**src/rtl/complex_pkg.sv**
```systemverilog
// Shared types and helpers for the complex adder datapath.
// Complex words are packed {re, im}, each component CPLX_W bits.
package complex_pkg;

  localparam int CPLX_W = 32;

  typedef struct packed {
    logic [CPLX_W-1:0] re;
    logic [CPLX_W-1:0] im;
  } cplx_t;

  // Components wrap independently; no carry from im into re.
  function automatic cplx_t cplx_add(cplx_t a, cplx_t b);
    cplx_t s;
    s.re = a.re + b.re;
    s.im = a.im + b.im;
    return s;
  endfunction

endpackage

```
**src/rtl/complex_add_arbiter_rr_arbiter.sv**
```systemverilog
// Combinational round-robin arbiter.
// Scans from rr_ptr upward, wrapping at NUM_REQ.
module rr_arbiter #(
  parameter int NUM_REQ = 4,
  parameter int TAG_W   = $clog2(NUM_REQ)
) (
  input  logic [NUM_REQ-1:0] req,
  input  logic [TAG_W-1:0]   rr_ptr,
  input  logic               enable,
  output logic [NUM_REQ-1:0] gnt,
  output logic [TAG_W-1:0]   idx,
  output logic               any
);

  int j;

  always_comb begin
    gnt = '0;
    idx = '0;
    any = 1'b0;
    j   = 0;
    if (enable) begin
      for (int k = 0; k < NUM_REQ; k++) begin
        j = (int'(rr_ptr) + k) % NUM_REQ;
        if (!any && req[j]) begin
          any    = 1'b1;
          gnt[j] = 1'b1;
          idx    = TAG_W'(j);
        end
      end
    end
  end

endmodule

```
**src/rtl/complex_add_arbiter.sv**
```systemverilog
// Shared registered complex adder behind a round-robin arbiter,
// with a valid/ready result stage tagged by requester index.
module complex_add_arbiter
  import complex_pkg::*;
#(
  parameter int NUM_REQ = 4,
  parameter int W       = CPLX_W,
  parameter int TAG_W   = $clog2(NUM_REQ)
) (
  input  logic                   clk,
  input  logic                   rst_n,
  input  logic [NUM_REQ-1:0]     req_valid,
  output logic [NUM_REQ-1:0]     req_ready,
  input  logic [NUM_REQ*2*W-1:0] req_a,
  input  logic [NUM_REQ*2*W-1:0] req_b,
  output logic                   out_valid,
  input  logic                   out_ready,
  output logic [2*W-1:0]         out_sum,
  output logic [TAG_W-1:0]       out_tag,
  output logic                   busy
);

  logic [TAG_W-1:0] rr_ptr;
  logic [TAG_W-1:0] gidx;
  logic [TAG_W-1:0] ptr_nxt;
  logic             any;
  logic             free;
  logic [2*W-1:0]   a_g;
  logic [2*W-1:0]   b_g;
  logic [2*W-1:0]   sum_g;

  assign free = !out_valid || out_ready;

  // Gated by rst_n so nothing is accepted while reset is held.
  rr_arbiter #(
    .NUM_REQ(NUM_REQ),
    .TAG_W  (TAG_W)
  ) u_arb (
    .req   (req_valid),
    .rr_ptr(rr_ptr),
    .enable(free && rst_n),
    .gnt   (req_ready),
    .idx   (gidx),
    .any   (any)
  );

  assign a_g = req_a[int'(gidx)*2*W +: 2*W];
  assign b_g = req_b[int'(gidx)*2*W +: 2*W];

  generate
    if (W == CPLX_W) begin : g_pkg_add
      assign sum_g = cplx_add(a_g, b_g);
    end else begin : g_gen_add
      assign sum_g = {a_g[2*W-1:W] + b_g[2*W-1:W],
                      a_g[W-1:0] + b_g[W-1:0]};
    end
  endgenerate

  assign ptr_nxt = (gidx == TAG_W'(NUM_REQ-1)) ?
                   '0 : gidx + TAG_W'(1);

  assign busy = out_valid || (|req_valid);

  always_ff @(posedge clk or negedge rst_n) begin
    if (!rst_n) begin
      out_valid <= 1'b0;
      out_sum   <= '0;
      out_tag   <= '0;
      rr_ptr    <= '0;
    end else if (any) begin
      out_valid <= 1'b1;
      out_sum   <= sum_g;
      out_tag   <= gidx;
      rr_ptr    <= ptr_nxt;
    end else if (out_ready) begin
      out_valid <= 1'b0;
    end
  end

endmodule

```
**config.mk**
```make
export PLATFORM = sky130hd
export DESIGN_NAME = complex_add_arbiter
export DESIGN_NICKNAME = d
export VERILOG_FILES = /design/src/rtl/complex_pkg.sv /design/src/rtl/complex_add_arbiter_rr_arbiter.sv /design/src/rtl/complex_add_arbiter.sv
export SDC_FILE = /design/constraint.sdc
export NUM_CORES = 1
export LEC_CHECK = 0
export CORE_AREA = 2 2 229 231
export CTS_CLUSTER_DIAMETER = 30
export DETAILED_ROUTE_END_ITERATION = 6
export DIE_AREA = 0 0 231 233
export DONT_BUFFER_PORTS = 1
export PLACE_DENSITY = 0.32
export SLEW_MARGIN = 20
export SYNTH_ARGS = -nofsm -noshare
export SYNTH_HDL_FRONTEND = slang
export SYNTH_SLANG_ARGS = --single-unit
```
**constraint.sdc**
```tcl
create_clock -name clk -period 9.9 [get_ports clk]
set_input_delay 0.99 -clock clk [delete_from_list [all_inputs] [get_ports clk]]
set_output_delay 0.99 -clock clk [all_outputs]
set_load 0.05 [all_outputs]
```
==> results.md, run 1 <==
Status:
- The flow ran to the end, and the final reports show no timing, DRC or antenna violations.

Yosys:
- The area of the mapped netlist is 0.00982 mm2.
- For this run, the register share of the synthesized area comes to 0.176.
- The number of register bits inferred by synthesis is 69.
- The leading cell type by number of instances after synthesis is sky130_fd_sc_hd__nand2_1.
- The flip-flop cell with the highest count after synthesis is sky130_fd_sc_hd__dfrtp_1.
- In this run, synthesis inferred 0 flip-flops with an integrated enable.
- The commonest cells after synthesis are sky130_fd_sc_hd__nand2_1, sky130_fd_sc_hd__a211oi_1, sky130_fd_sc_hd__a31oi_1.
- The fraction of synthesis flops using an asynchronous set or reset pin is 1.00.
- The number of warnings reported in the yosys synthesis log is 0.
- Yosys attributes the largest share of cell area to sky130_fd_sc_hd__dfrtp_1, sky130_fd_sc_hd__nand2_1, sky130_fd_sc_hd__a211oi_1.
- The number of cells produced by synthesis is 1414.
- The number of nets in the synthesized netlist is 2005.
- Of the post-synthesis cell area, the dominant cell type holds 0.176.
- The number of library cell types mapped by synthesis is 64.
- A synthesized cell averages 6.94 um2.
- The cell taking the most area after synthesis is sky130_fd_sc_hd__dfrtp_1.

Critical path:
- The longest individual stage delay on the worst path is 0.78 ns.
- The number of buffers and inverters on the critical path is 3.
- The logic depth of the worst register-to-register path is 21.
- The critical-path cell with the highest stage delay is sky130_fd_sc_hd__dfrtp_1.
- STA classifies the critical path endpoint as a register.
- The critical path goes through inv_1 > ha_1 > mux2_2 > nor2b_4 > or2_1 > a32oi_4 > buf_4 > buf_4 > and2_1 > a211oi_1 > a31oi_1 > ha_1 > and3_1 > nand3_1 > nor4b_1 > nor2_1 > a21oi_1 > o211ai_1 > a21boi_0 > nor3_1 > o31ai_1.
- The setup slack of the worst register-to-register path is roughly 2.7 ns.
- The type of the worst setup path is reg -> reg.
- The worst register-to-register path ends at out_sum[29]$_DFFE_PN0P_.
- The startpoint of the worst-slack reg-to-reg timing path is rr_ptr[0]$_DFFE_PN0P_.
- Data on the critical path arrives at its endpoint at 7.45 ns.
- STA classifies the critical path startpoint as a register.
- In this run the worst path has a maximum fanout of 67.
- At the worst endpoint, the required time is 10.18 ns.
- The cell family contributing the most delay on the critical path is simple AND/OR/NAND/NOR gates.

STA:
- For the pin with the worst max-slew slack, the measured transition is 1.01 ns.
- Based on the critical path, the design can be clocked at up to roughly 140 MHz.
- The worst setup slack after layout is 2.73 ns.
- The aggregate negative setup slack is 0 ns.
- The number of setup violations in the final report is 0.
- On the final layout, the worst hold slack is 0.312 ns.
- The final max-slew violation count came to 0.
- For the finished layout, the period the worst path requires is 7.17 ns.
- The final clock period utilization by the worst path is 0.725.
- Setup repair after global routing left no endpoint under its margin.
- The number of hold-slack violations in the final timing report is 0.
- Measured against its own limit, the worst slew margin works out to 0.323.
- The final setup skew is 0.0100 ns.

Flow run:
- Across the run, the number of max-cap violations was 0.

Final layout:
- The final layout contains 1921 nets.
- Relative to the synthesized area, the layout overhead comes to 8.82%.
- The fraction of layout cells with a size suffix above 1 is 0.0397.
- The post-route non-filler standard cell count is 2023.

Die:
- During I/O placement, the number of pins put on the boundary was 591.
- In this run the vertical extent of the chip is 233 um.
- The total area inside the core boundary comes to ~0.05 mm2.
- The effective utilization at floorplan is 0.192.
- The die is 231 um wide.
- The number of rows in the core area is 83.
- The floorplan die area is 0.0538 mm2.

Drt:
- Dividing the detail-routed via count by the number of cells gives 5.13.
- Dividing the detail-routed wire length by the instance count gives between 20 and 25 um.
- After detailed routing, the number of remaining DRC violations is 0.
- For this block, the routed nets add up to 49.0 mm of wire.
- The via count of the routed design is 10400.
- The first detailed-routing pass ran for 5 iterations.
- The remaining antenna violation count after routing is 0.
- In this run, the number of DRC markers left after iteration 0 of detailed routing was 464.

CTS:
- The clock transition time at the flip-flop clock pins of the worst setup and hold paths is 0.07 ns.
- Counting along the longest clock path gives a buffer depth of 2.
- The cell sitting at the root of the clock tree is a sky130_fd_sc_hd__clkbuf_16.
- The number of clock sinks is ~70.
- Counting the buffers created by CTS gives 9.
- The post-cts repair resize count is 0.
- The clock tree from TritonCTS is built.
- The number of hold buffers added after CTS is 0.
- The buffer count from post-CTS setup fixing is 0.
- The H-tree depth reported by CTS is 3.
- The clock reaches the later pin of the worst-skew pair after 0.37 ns.

Global route:
- For this run, the total global-route usage over all layers was measured as 0.175.
- The number of antenna violations at the first check in global routing is 12.
- The first-pass GRT wire length is 69.3 mm.
- The via count of the first global-routing pass is about 10000.
- Global routing finished with a remaining overflow of 0.
- Entering global routing, the biggest net connects approximately 140 pins.

Hold path:
- The class of the tightest hold or removal check is in -> async.

Place:
- At the end of routability-driven placement, the weighted congestion stood at between 0.8 and 0.9.
- The pre-CTS setup slack is 2.77 ns.
- Port buffering added 0 buffers.
- The wire-length estimate of the detail-placed layout is 40.3 mm.
- The placed cell count is 1999.

Power:
- For this design the ratio of total power to cell area is 518 mW/mm2.
- The maximum resistive drop on vdd is 0.146 mV.
- In this run the static leakage power is 4.18 nW.
[flip-flops by register name, indices dropped and copies added (netlist names)]
name	flops
out_sum	64
out_tag	2
out_valid	1
rr_ptr	2
[layout by cell type (no fill, tap or decap), types with 7 or more instances in the layout]
cell,n
sky130_fd_sc_hd__clkbuf_16,9
sky130_fd_sc_hd__o21a_1,9
sky130_fd_sc_hd__mux2_2,14
sky130_fd_sc_hd__o21bai_1,8
sky130_fd_sc_hd__and2_1,121
sky130_fd_sc_hd__a21o_1,23
sky130_fd_sc_hd__xnor2_1,35
sky130_fd_sc_hd__nor2_1,47
sky130_fd_sc_hd__ha_1,70
sky130_fd_sc_hd__o211ai_1,7
sky130_fd_sc_hd__inv_1,20
sky130_fd_sc_hd__o21ai_0,79
sky130_fd_sc_hd__nand2_1,339
sky130_fd_sc_hd__diode_2,8
sky130_fd_sc_hd__nor3_1,11
sky130_fd_sc_hd__a211oi_1,136
sky130_fd_sc_hd__nand2b_1,10
sky130_fd_sc_hd__a31oi_1,128
sky130_fd_sc_hd__dfrtp_1,69
sky130_fd_sc_hd__xor2_1,27
sky130_fd_sc_hd__a21oi_1,52
sky130_fd_sc_hd__nand3_1,12
[cell type report]
type	count	area, um2
Sequential cell	69	1730
Inverter	20	75.1
Multi-Input combinational cell	1221	7600
Antenna cell	8	20.0
Clock inverter	6	62.6
Clock buffer	10	239
Tap cell	680	851
Timing Repair Buffer	9	105
Fill cell	5875	40400
[metal layers]
| layer | routed length (um) | track usage | vias up |
|---|---|---|---|
| met5 | 0 | 0 | - |
| met4 | 996 | 0.0583 | 0 |
| met3 | 2770 | 0.0290 | 41 |
| met2 | 23800 | 0.303 | 403 |
| met1 | 21500 | 0.220 | 4964 |
| li1 | - | - | 4961 |
[worst reg2reg max path, cell delays in order (launching register included)]
cell                       delay (ns)
sky130_fd_sc_hd__dfrtp_1         0.78
sky130_fd_sc_hd__inv_1           0.24
sky130_fd_sc_hd__ha_1            0.42
sky130_fd_sc_hd__mux2_2          0.35
sky130_fd_sc_hd__nor2b_4         0.08
sky130_fd_sc_hd__or2_1           0.26
sky130_fd_sc_hd__a32oi_4         0.76
sky130_fd_sc_hd__buf_4           0.52
sky130_fd_sc_hd__buf_4           0.61
sky130_fd_sc_hd__and2_1          0.27
sky130_fd_sc_hd__a211oi_1        0.05
sky130_fd_sc_hd__a31oi_1         0.20
sky130_fd_sc_hd__ha_1            0.29
sky130_fd_sc_hd__and3_1          0.28
sky130_fd_sc_hd__nand3_1         0.12
sky130_fd_sc_hd__nor4b_1         0.75
sky130_fd_sc_hd__nor2_1          0.12
sky130_fd_sc_hd__a21oi_1         0.30
sky130_fd_sc_hd__o211ai_1        0.12
sky130_fd_sc_hd__a21boi_0        0.28
sky130_fd_sc_hd__nor3_1          0.08
sky130_fd_sc_hd__o31ai_1         0.19
[metrics by stage]
step | util | cell area [um2] | total power, mW
after global routing | 0.209 | 10700 | 6.10
after detailed placement | 0.203 | 10400 | 5.24
after CTS | 0.209 | 10700 | 5.63
after floorplan | - | 9820 | 4.09
final | 0.209 | 10700 | 5.54
after global placement | 0.203 | 10400 | 5.22
[cells by family after synthesis]
logic type / synth area share
adders and majority gates: 0.0933
buffers and inverters: 0.0534
DFF: 0.176
AOI/OAI and AO/OA: 0.330
and+or+nand+nor: 0.268
xor gates and xnor gates: 0.0553
muxes: 0.0237
[where the power goes]
part           internal [mW]  switching, mW
sequential             0.424          0.636
clock                  0.202          0.154
combinational           1.59           2.53
total                   2.21           3.32
[worst max-delay path by stage]
stage                               start                       to  slack (ns)  depth (start not counted)
floorplan                    req_valid[3]  out_sum[28]$_DFFE_PN0P_        4.58                         21
global placement    rr_ptr[0]$_DFFE_PN0P_  out_sum[26]$_DFFE_PN0P_        2.87                         20
detailed placement  rr_ptr[0]$_DFFE_PN0P_  out_sum[29]$_DFFE_PN0P_        2.77                         21
CTS                 rr_ptr[0]$_DFFE_PN0P_  out_sum[29]$_DFFE_PN0P_        2.76                         21
global route        rr_ptr[0]$_DFFE_PN0P_  out_sum[29]$_DFFE_PN0P_        2.15                         21
finish              rr_ptr[0]$_DFFE_PN0P_  out_sum[29]$_DFFE_PN0P_        2.73                         21
(Power assumes the default switching activity.)
==> run 2: changes to the inputs <==
Clock period 9.9 ns to 6.7 ns, I/O delays scaled along.
==> results.md, run 2 (synthesis gave the netlist of run 1 again) <==
Final layout:
- The largest registers in the layout are out_sum x64, out_tag x2, rr_ptr x2.
- The area taken by flip-flops and latches was 0.00173 mm2 (unchanged).
- The cell area after layout is 0.0109 mm2 (+1.7%).
- The count of fill cells added during filler insertion is 5878 (+0.051%).
- The area of the multi-input gates is 0.00761 mm2 (about the same).
- The largest register by flop count is out_sum.
- The fraction of layout cells with a size suffix above 1 is 0.0518 (+0.0121).
- The library cells used most frequently in the layout, excluding fill and tap cells, are sky130_fd_sc_hd__nand2_1, sky130_fd_sc_hd__a211oi_1, sky130_fd_sc_hd__a31oi_1, sky130_fd_sc_hd__and2_1, sky130_fd_sc_hd__o21ai_0.
- From synthesis to final layout, the design area changed by 10.7%.
- The leading cell type in the layout, fill and taps excluded is sky130_fd_sc_hd__nand2_1.
- The flip-flop count of the largest register after layout came to 64 (unchanged).
- The final net count is 1937 (+0.83%).

Place:
- The pre-CTS setup slack was 0.255 ns (-2.51 ns).
- The final estimated routing congestion in global placement is 0.849 (+1.3%).
- The number of port buffers came to 0 (unchanged).
- The post-place instance area came to 0.0105 mm2 (+1.3%).
- The HPWL after detailed placement is 41.8 mm (+3.8%).

Global route:
- The first-pass GRT wire length is 71.0 mm (+2.4%).
- The fraction of met1 tracks used by global routing came to 0.227 (+0.00695).
- The total congestion overflow came to 0 (unchanged).
- The largest net degree at the start of global routing was 109 (-23%).
- The total routing resource utilization after global routing came to 0.183 (+0.00742).
- In this run the most used layer during global routing was met2.
- The number of antenna violations at the first check in global routing is 20 (+8).
- The met3 demand-to-capacity share in global routing was 0.0436 (+0.0146).
- The via count of the first global-routing pass was 10300 (-1.5%).
- The global routing met2 resource utilization is 0.304 (+0.000469).

Drt:
- The first-pass detailed-route iteration total is 5 (unchanged).
- The routed via count divided by cell count came to 5.12 (-0.11%).
- The via count of the routed design is 10500 (+0.88%).
- The post-detailed-route wirelength per cell is 25.0 um (+3.1%).
- The initial DRC count was 652 (+41%).
- The remaining antenna violation count after routing is 0 (unchanged).
- The detailed-route DRC error count was 0 (unchanged).
- The total wire length is 51.0 mm (+4.1%).

STA:
- The number of hold-slack violations in the final timing report was 0 (unchanged).
- The worst setup slack after layout is 0.469 ns (-2.26 ns).
- The final clock period utilization by the worst path is 0.930 (+0.206).
- Setup repair after global routing left no endpoint under its margin.
- The highest attainable clock frequency is 160 MHz (+15%).
- The worst-margin pin slew is 0.925 ns (-0.0900 ns).
- The worst hold margin is 0.199 ns (-0.113 ns).
- The number of setup violations in the final report is 0 (unchanged).
- The aggregate negative setup slack was 0 ns (unchanged).
- The final max-slew violation count is 0 (unchanged).
- The post-route minimum period is 6.23 ns (-0.941 ns).
- The worst slew margin relative to its limit was 0.381 (+0.0578).
- The final setup skew is 0.0207 ns (+0.0107 ns).

Critical path:
- The endpoint kind of the worst setup timing path is a register.
- The type of the worst setup path is reg -> reg.
- The critical-path maximum fanout is 37 (-45%).
- The nature of the critical path startpoint is a register.
- The required time at the worst-slack endpoint is 6.96 ns (-3.22 ns).
- The setup slack of the worst register-to-register path is 0.47 ns (-2.26 ns).
- The arrival time of data at the critical path endpoint was 6.49 ns (-0.96 ns).

CTS:
- The number of buffers added by the clock tree synthesis step is 9 (unchanged).
- The maximum root-to-sink buffer count is 2 (unchanged).
- In this run the clock root is driven by a sky130_fd_sc_hd__clkbuf_16.
- The H-tree depth reported by CTS is 3 (unchanged).
- The clock transition time at the flip-flop clock pins of the worst setup and hold paths is 0.07 ns (about the same).
- The clock tree from TritonCTS is built.
- The number of clock sinks is 69 (unchanged).
- The insertion delay of the later-clocked pin in the worst-skew pair came to 0.39 ns (+0.02 ns).
- The buffer count from post-CTS setup fixing is 0 (unchanged).

Die:
- The number of rows in the core area is 83 (unchanged).
- The number of top-level design ports is 591 (unchanged).
- The floorplan die area is 0.0538 mm2 (unchanged).
- The effective utilization at floorplan is 0.192 (unchanged).
- The y dimension of the die is 233 um (unchanged).
- The area of the placeable core is 0.0511 mm2 (unchanged).
- The width of the chip is 231 um (unchanged).

Power:
- The power density of the placed cells is 767 mW/mm2 (+48%).
- The leakage power is 4.26 nW (+2.0%).
- The maximum resistive drop on vdd is 0.164 mV (+13%).

Status:
- The flow ran to the end, and the final reports show no timing, DRC or antenna violations.

Flow run:
- The reported max-cap violation count was 0 (unchanged).

Hold path:
- The worst hold path belongs to the class in -> async.
run 2: cell count changes in the layout (fill, tap and decap cells not counted), moves of 2 or more:
cell / before / now
sky130_fd_sc_hd__buf_12: 3 / 5
sky130_fd_sc_hd__buf_4: 6 / 19
sky130_fd_sc_hd__clkinv_2: 3 / 1
sky130_fd_sc_hd__clkinvlp_4: 0 / 3
sky130_fd_sc_hd__diode_2: 8 / 12
run 2: final cells by class:
type	instances	area share
multi-input combinational	1221	0.701
sequential	69	0.159
tap	680	0.0783
timing repair buffer	25	0.0249
clock buffer	9	0.0207
clock inverter	7	0.00691
inverter	20	0.00691
antenna	12	0.00276
run 2: critical path: stages, from the launching register on:
cell and delay, ns:
sky130_fd_sc_hd__dfrtp_1 0.63, sky130_fd_sc_hd__inv_1 0.20, sky130_fd_sc_hd__ha_1 0.43, sky130_fd_sc_hd__mux2_2 0.43, sky130_fd_sc_hd__nor2b_4 0.17, sky130_fd_sc_hd__or2_1 0.20
sky130_fd_sc_hd__a32o_4 0.61, sky130_fd_sc_hd__buf_4 0.43, sky130_fd_sc_hd__a211oi_1 0.13, sky130_fd_sc_hd__a31oi_1 0.23, sky130_fd_sc_hd__ha_1 0.42, sky130_fd_sc_hd__a21oi_1 0.13
sky130_fd_sc_hd__o21a_1 0.19, sky130_fd_sc_hd__o21ai_0 0.32, sky130_fd_sc_hd__a211oi_1 0.15, sky130_fd_sc_hd__a211oi_1 0.59, sky130_fd_sc_hd__nor4_1 0.13, sky130_fd_sc_hd__o31ai_1 0.31
sky130_fd_sc_hd__xnor2_1 0.09, sky130_fd_sc_hd__mux2_2 0.26
run 2: worst paths after layout:
path / end / startpoint / cells past startpoint
min in group clk: out_valid$_DFFE_PN0P_ / out_ready / 2
max in group asynchronous: out_sum[63]$_DFFE_PN0P_ / rst_n / 1
worst min-delay path: out_sum[28]$_DFFE_PN0P_ / rst_n / 1
worst min register to register: rr_ptr[1]$_DFFE_PN0P_ / rr_ptr[1]$_DFFE_PN0P_ / 2
worst max-delay path: out_sum[63]$_DFFE_PN0P_ / rr_ptr[0]$_DFFE_PN0P_ / 19
worst max register to register: out_sum[63]$_DFFE_PN0P_ / rr_ptr[0]$_DFFE_PN0P_ / 19
run 2: timing repair:
action / in CTS / in global routing
resized for setup: 0 / 1
hold endpoints to repair: 69 / 0
hold buffers: 1 / 0
endpoints found under the setup margin: 0 / 1
run 2: power breakdown:
group          internal [mW]  switching [mW]  total [mW]
registers              0.626           0.928        1.55
clock network          0.290           0.249       0.539
logic                   2.42            3.82        6.24
run 2: through the flow:
stage | util | instances | power, mW
finish | 0.213 | 2043 | 8.33
global route | 0.213 | 2041 | 9.16
CTS | 0.212 | 2031 | 8.45
detailed placement | 0.206 | 2014 | 7.85
global placement | 0.206 | 2014 | 7.84
floorplan | - | 1414 | 6.04
run 2: routing by layer:
metal	vias to the layer above	part of all wire
met5	-	0.0018
met4	14	0.031
met3	71	0.069
met2	454	0.47
met1	4920	0.43
li1	5001	-
